**src/rtl/led_seq_ctrl.sv**
```systemverilog
// ---------------------------------------------------------------------------
// led_seq_ctrl
//   Mode controller and step scheduler for the 3-LED indicator bank.
//   It builds its own millisecond timebase and steps one of four patterns
//   (run-left, run-right, bounce, blink). It also handles pause/resume and a
//   4-level speed select.
//
// Parameters
//   TICK_DIV   ms prescaler terminal count (one ms tick every TICK_DIV+1 clocks)
//   STEP_MS    base step period in ms (1..4095)
//
// Ports
//   CLK         in   system clock
//   RSTn        in   asynchronous active-low reset
//   Mode_Req    in   single-cycle pulse, advance to the next mode
//   Pause_Req   in   single-cycle pulse, toggle paused/running
//   Speed[1:0]  in   step period = STEP_MS << Speed ms
//   LED_Out[2:0]out  registered LED pattern
//   Mode_Out[1:0]out current mode (0 RUN_L, 1 RUN_R, 2 BOUNCE, 3 BLINK)
//   Paused      out  high while paused
//   Step_Pulse  out  one-cycle strobe, high when LED_Out shows a new step value
// ---------------------------------------------------------------------------
module led_seq_ctrl #(
    parameter logic [15:0] TICK_DIV = 16'd49_999,
    parameter logic [15:0] STEP_MS  = 16'd100
) (
    input  logic       CLK,
    input  logic       RSTn,
    input  logic       Mode_Req,
    input  logic       Pause_Req,
    input  logic [1:0] Speed,
    output logic [2:0] LED_Out,
    output logic [1:0] Mode_Out,
    output logic       Paused,
    output logic       Step_Pulse
);

    localparam logic [1:0] MODE_RUN_L  = 2'd0;
    localparam logic [1:0] MODE_RUN_R  = 2'd1;
    localparam logic [1:0] MODE_BOUNCE = 2'd2;
    localparam logic [1:0] MODE_BLINK  = 2'd3;

    typedef enum logic [1:0] {
        ST_RUN   = 2'd0,
        ST_PAUSE = 2'd1,
        ST_LOAD  = 2'd2
    } state_t;

    state_t      state_reg, state_next;
    logic        ret_pause_reg, ret_pause_next;  // LOAD returns to PAUSE when set
    logic        paused_reg, paused_next;
    logic [1:0]  mode_reg, mode_next;
    logic [2:0]  led_reg, led_next;
    logic        dir_up_reg, dir_up_next;
    logic [15:0] ms_cnt_reg, ms_cnt_next;
    logic [15:0] step_cnt_reg, step_cnt_next;
    logic        step_pulse_reg, step_pulse_next;

    logic        ms_tick;
    logic [15:0] step_ms_scaled;
    logic [15:0] step_last;
    logic        step_due;
    logic        count_en;
    logic        load_mode;
    logic [1:0]  mode_inc;

    // Initial pattern loaded when a mode is entered.
    function automatic logic [2:0] init_pattern(input logic [1:0] mode);
        logic [2:0] r;
        case (mode)
            MODE_RUN_L:  r = 3'b001;
            MODE_RUN_R:  r = 3'b100;
            MODE_BOUNCE: r = 3'b001;
            default:     r = 3'b111;
        endcase
        return r;
    endfunction

    // One step of the active pattern, returned as {dir_up, led}.
    // Any value that does not belong to the mode falls back to its
    // initial pattern (bounce restarts heading up).
    function automatic logic [3:0] next_pattern(input logic [1:0] mode,
                                                input logic [2:0] led,
                                                input logic       dir_up);
        logic [3:0] r;
        r = {dir_up, led};
        case (mode)
            MODE_RUN_L: begin
                case (led)
                    3'b001:  r = {dir_up, 3'b010};
                    3'b010:  r = {dir_up, 3'b100};
                    3'b100:  r = {dir_up, 3'b001};
                    default: r = {1'b1, 3'b001};
                endcase
            end
            MODE_RUN_R: begin
                case (led)
                    3'b100:  r = {dir_up, 3'b010};
                    3'b010:  r = {dir_up, 3'b001};
                    3'b001:  r = {dir_up, 3'b100};
                    default: r = {1'b1, 3'b100};
                endcase
            end
            MODE_BOUNCE: begin
                // The end positions set the direction for the next move
                // away from them; the middle follows the stored direction.
                case (led)
                    3'b001:  r = {1'b1, 3'b010};
                    3'b100:  r = {1'b0, 3'b010};
                    3'b010:  r = dir_up ? {1'b1, 3'b100} : {1'b0, 3'b001};
                    default: r = {1'b1, 3'b001};
                endcase
            end
            default: begin
                case (led)
                    3'b111:  r = {dir_up, 3'b000};
                    3'b000:  r = {dir_up, 3'b111};
                    default: r = {dir_up, 3'b111};
                endcase
            end
        endcase
        return r;
    endfunction

    assign ms_tick        = (ms_cnt_reg == TICK_DIV);
    assign step_ms_scaled = STEP_MS << Speed;
    assign step_last      = step_ms_scaled - 16'd1;
    // '>=' so that lowering Speed mid-period fires on the next ms tick
    // instead of waiting for the counter to wrap.
    assign step_due       = (step_cnt_reg >= step_last);
    assign mode_inc       = mode_reg + 2'd1;

    // The timebase only advances while running. A request in RUN takes
    // priority over counting in that cycle. The LOAD cycle keeps counting
    // from zero when it returns to RUN, so a full period follows a mode change.
    assign count_en = ((state_reg == ST_RUN) && !Mode_Req && !Pause_Req) ||
                      ((state_reg == ST_LOAD) && !ret_pause_reg);

    always_comb begin
        state_next      = state_reg;
        ret_pause_next  = ret_pause_reg;
        paused_next     = paused_reg;
        mode_next       = mode_reg;
        led_next        = led_reg;
        dir_up_next     = dir_up_reg;
        ms_cnt_next     = ms_cnt_reg;
        step_cnt_next   = step_cnt_reg;
        step_pulse_next = 1'b0;
        load_mode       = 1'b0;

        if (count_en) begin
            if (ms_tick) begin
                ms_cnt_next = 16'd0;
                if (step_due) begin
                    step_cnt_next             = 16'd0;
                    {dir_up_next, led_next}   = next_pattern(mode_reg, led_reg, dir_up_reg);
                    step_pulse_next           = 1'b1;
                end else begin
                    step_cnt_next = step_cnt_reg + 16'd1;
                end
            end else begin
                ms_cnt_next = ms_cnt_reg + 16'd1;
            end
        end

        case (state_reg)
            ST_RUN: begin
                if (Mode_Req) begin
                    state_next     = ST_LOAD;
                    ret_pause_next = Pause_Req;
                    load_mode      = 1'b1;
                end else if (Pause_Req) begin
                    state_next  = ST_PAUSE;
                    paused_next = 1'b1;
                end
            end
            ST_PAUSE: begin
                if (Mode_Req) begin
                    state_next     = ST_LOAD;
                    ret_pause_next = !Pause_Req;
                    load_mode      = 1'b1;
                end else if (Pause_Req) begin
                    state_next  = ST_RUN;
                    paused_next = 1'b0;
                end
            end
            ST_LOAD: begin
                // Requests are ignored here; just return.
                state_next = ret_pause_reg ? ST_PAUSE : ST_RUN;
            end
            default: begin
                state_next = ST_RUN;
            end
        endcase

        // A mode change overrides any step that would have fired this cycle.
        if (load_mode) begin
            mode_next       = mode_inc;
            led_next        = init_pattern(mode_inc);
            dir_up_next     = 1'b1;
            ms_cnt_next     = 16'd0;
            step_cnt_next   = 16'd0;
            paused_next     = ret_pause_next;
            step_pulse_next = 1'b0;
        end
    end

    always_ff @(posedge CLK or negedge RSTn) begin
        if (!RSTn) begin
            state_reg      <= ST_RUN;
            ret_pause_reg  <= 1'b0;
            paused_reg     <= 1'b0;
            mode_reg       <= MODE_RUN_L;
            led_reg        <= 3'b001;
            dir_up_reg     <= 1'b1;
            ms_cnt_reg     <= 16'd0;
            step_cnt_reg   <= 16'd0;
            step_pulse_reg <= 1'b0;
        end else begin
            state_reg      <= state_next;
            ret_pause_reg  <= ret_pause_next;
            paused_reg     <= paused_next;
            mode_reg       <= mode_next;
            led_reg        <= led_next;
            dir_up_reg     <= dir_up_next;
            ms_cnt_reg     <= ms_cnt_next;
            step_cnt_reg   <= step_cnt_next;
            step_pulse_reg <= step_pulse_next;
        end
    end

    assign LED_Out    = led_reg;
    assign Mode_Out   = mode_reg;
    assign Paused     = paused_reg;
    assign Step_Pulse = step_pulse_reg;

endmodule
```
**config.mk**
```make
export PLATFORM = sky130hd
export DESIGN_NAME = led_seq_ctrl
export DESIGN_NICKNAME = d
export VERILOG_FILES = /design/src/rtl/led_seq_ctrl.sv
export SDC_FILE = /design/constraint.sdc
export NUM_CORES = 1
export LEC_CHECK = 0
export BUFFER_PORTS_ARGS = -buffer_cell sky130_fd_sc_hd__buf_4
export CAP_MARGIN = 30
export CORE_AREA = 2 2 96 98
export DETAILED_ROUTE_END_ITERATION = 10
export DIE_AREA = 0 0 98 100
export GPL_ROUTABILITY_DRIVEN = 0
export PLACE_DENSITY = 0.51
export SYNTH_ARGS = -nofsm -noshare
export SYNTH_HDL_FRONTEND = slang
export SYNTH_SLANG_ARGS = --single-unit
```
**constraint.sdc**
```tcl
create_clock -name CLK -period 2.66 [get_ports CLK]
set_clock_uncertainty 0.05 [all_clocks]
set_input_delay 0.133 -clock CLK [delete_from_list [all_inputs] [get_ports CLK]]
set_output_delay 0.133 -clock CLK [all_outputs]
set_load 0.03 [all_outputs]
```
==> metrics.md <==
| Metric | Value |
|---|---|
| Status | finished clean |
| Maximum clock path buffer count | 2 |
| Cell Count, Final, Fillers Out | 464 |
| Clk slew on worst S/H paths | 90 ps |
| DRC errors left | 0 |
| Seq pwr share | 38.5% |
| Post-Syn Area | 0.002980 mm^2 |
| Worst r2r path cells | 7 |
| Die X | 98 um |
| Met2 Usage GRT | 21.18% |
| Power Dens Cells | approximately 630 mW/mm^2 |
| Clock root cell | clkbuf_8 |
| Critical path type | flip-flop to flip-flop |
| Final Hold Viols | 0 |
| Crit-path max FO | 6 |
| Slew Viols, Final | 0 |
| Post-route cell area | 0.003358 mm^2 |
| Gate power share | 32.7% |
| Crit. End Element | flip-flop |
| Part of the power in the clock network | approximately 29% |
| Worst Path Required | between 2000 and 3000 ps |
| Placed Area | 0.003216 mm^2 |
| CTS tree | yes |
| Total internal power | 1.377 mW |
| DR iter-0 viols | roughly 150 |
| GRT Util Overall | between 10 and 15% |
| Net Sw Power | 0.7430 mW |
| Min-Delay Path Depth | 2 |
| Switch share | about a third |
| Post-synth EDFFs | 0 |
| Cts bufs inserted | 5 |
| Boundary pin count | 13 |
| Grt peak-use layer | met1 |
| Yosys top cell area share | 34.42% |
| Antenna diodes | 0 |
| Tcrit/Tclk final | slightly above 90% |
| Most used DFF post-synth | dfrtp_1 |
| R2R Path End | dir_up_reg |
| Largest net degree at the start of global routing | 44 |
| Mean Syn Cell Area | around 9 um^2 |
| Htree depth | 2 |
| Multi-input logic area | 0.001779 mm^2 |
| Final net count | 383 |
| CP Launch Type | flip-flop |
| Cells after synthesis | 332 |
| Row cnt | 35 |
| DP Worst Slack | ~140 ps |
| Min cycle time layout | between 2000 and 2500 ps |
| Worst ir drop on vdd | 0.4577 mV |
| # port buffers | 12 |
| Least-Margin Pin Slew | 565.2 ps |
| Most common cell after layout, fill and taps aside | dfrtp_1 |
| Hold Path End | state_reg[0] |
| Post-DRT Antenna Nets | 0 |
| Wire length of the first global-routing pass | between 10 and 15 mm |
| Drt total wl | 6.587 mm |
| Max_cap viols | 0 |
| Most frequent cells in the layout | dfrtp_1, nand2_1, a21oi_1, ha_1, buf_4 |
| Dpl hpwl | 4.794 mm |
| Setup WS post-layout | 252.2 ps |
| Met1 usage | 21.23% |
| Post-DR vias/cell | 5.446 |
| Routed vias | 2527 |
| Core area | slightly below 0.009 mm^2 |
| Drt pass-1 iters | 5 |
| Unrepaired setup endpoints after global routing | false |
| Hold Startpoint | Mode_Req |
| Starting density of the core | 33.53% |
| Hold crit path type | input pin to flip-flop |
| Post-synth ARST share | 100.0% |
| Arr. time, crit path | around 2600 ps |
| Final core utilization | 37.78% |
| Chip height | 100 um |
| Flop2flop setup slack | 250 ps |
| FF+latch area | between 0.001 and 0.0015 mm^2 |
| Fillers | just over 900 |
| Largest area contributor in the netlist | dfrtp_1 |
| M3 GR Usage | between 2 and 2.5% |
| P_leak | 1.397 nW |
| WL per Instance | 14.20 um |
| Top cells by area, synth | dfrtp_1, ha_1, a21oi_1 |
| Die area | 0.009800 mm^2 |
| Reg2reg start | step_cnt_reg[7] |
| Ys Warns | 0 |
| Cell Count Post-Placement | between 400 and 500 |
| Slew Limit Headroom | 62.32% |
| Count of final setup violators | 0 |
| Fmax | roughly 420 MHz |
| Final TNS setup | 0 ps |
| Setup Fix Bufs, Post-CTS | 0 |
| Count of cell types in the netlist | 60 |
| Clock sinks | 43 |
| Syn-to-layout area delta | 12.68% |
| Post-CTS resize count | 0 |
| Grt total ovfl | 0 |
| Via count of the first global-routing pass | around 2400 |
| Initial antenna violation count | 0 |
| Worst-Skew Late Latency | 300 ps |
| Synth Register Bits | between 40 and 50 |
| Fraction of layout cells with a size suffix above 1 | 11.61% |
| Sequential area share after synthesis | around 36% |
[critical path: stages, from the launching register on]
cell       delay (ps)
dfrtp_1           460
ha_1              380
nand4_1           110
a21oi_1           190
o2111ai_1         300
buf_4             250
a2111oi_0         430
a211o_1           160
[layout make-up]
type                    instances  share of cell area (%)
well taps                     111                   4.136
multi-input cells             263                   52.98
clock buffers                   6                   2.161
inverters                      18                   2.049
repair buffers                 21                   4.769
clock inverters                 2                   1.788
flip-flops and latches         43                   32.12
[through the flow]
step,power [mW],hold WS (ps)
detailed placement,1.518,123.4
global route,2.255,7.808
global placement,1.527,124.1
finish,2.120,14.23
CTS,2.139,4.853
floorplan,1.327,-212.6
[synth_stat cells, types with 4 or more instances]
master / n
xnor2_1: 8
mux2i_1: 4
buf_2: 4
nor3b_1: 5
nor2_1: 17
or4_1: 7
nor3_1: 7
inv_1: 17
a21oi_1: 30
dfrtp_1: 41
nand3_1: 13
nor4_1: 6
o31ai_1: 9
nand2_1: 32
or3_1: 7
ha_1: 25
nand4_1: 14
o21ai_0: 19
clkbuf_1: 5
[cell families after synthesis]
family / share of synthesized area [%]
AOI/OAI and AO/OA: 20.53
xor gates and xnor gates: 3.233
other: 0.1258
and+or+nand+nor: 22.96
adders and majority gates: 10.50
DFF: 36.19
muxes: 1.721
buffers and inverters: 4.744
[power groups by stage]
stage / clock network [mW] / registers (mW) / logic (mW)
3_5_place_dp: 0 / 0.830 / 0.688
6_report: 0.611 / 0.817 / 0.692
5_1_grt: 0.651 / 0.835 / 0.769
2_1_floorplan: 0 / 0.847 / 0.480
4_1_cts: 0.630 / 0.817 / 0.692
3_3_place_gp: 0 / 0.832 / 0.695
[layer usage]
metal / vias to the layer above / share of wire (%)
li1: 1269 / -
met5: - / 0
met2: 43 / 44
met4: 0 / 1.4
met3: 10 / 2.7
met1: 1205 / 51
[timing repair]
action | CTS | global route
endpoints found under the setup margin | 0 | 0
hold buffers | 1 | 0
hold endpoints to repair | 41 | 0
[how the worst max path moves through the flow]
| stage | startpoint | slack (ps) | endpoint | depth (start not counted) |
|---|---|---|---|---|
| floorplan | Speed[1] | 540 | LED_Out[0] | 9 |
| global placement | Speed[1] | 190 | dir_up_reg | 11 |
| detailed placement | Speed[1] | 140 | dir_up_reg | 11 |
| CTS | step_cnt_reg[7] | 290 | dir_up_reg | 7 |
| global route | step_cnt_reg[7] | 70 | dir_up_reg | 7 |
| finish | step_cnt_reg[7] | 250 | dir_up_reg | 7 |
Note: power is estimated with default switching activity, not from simulation.
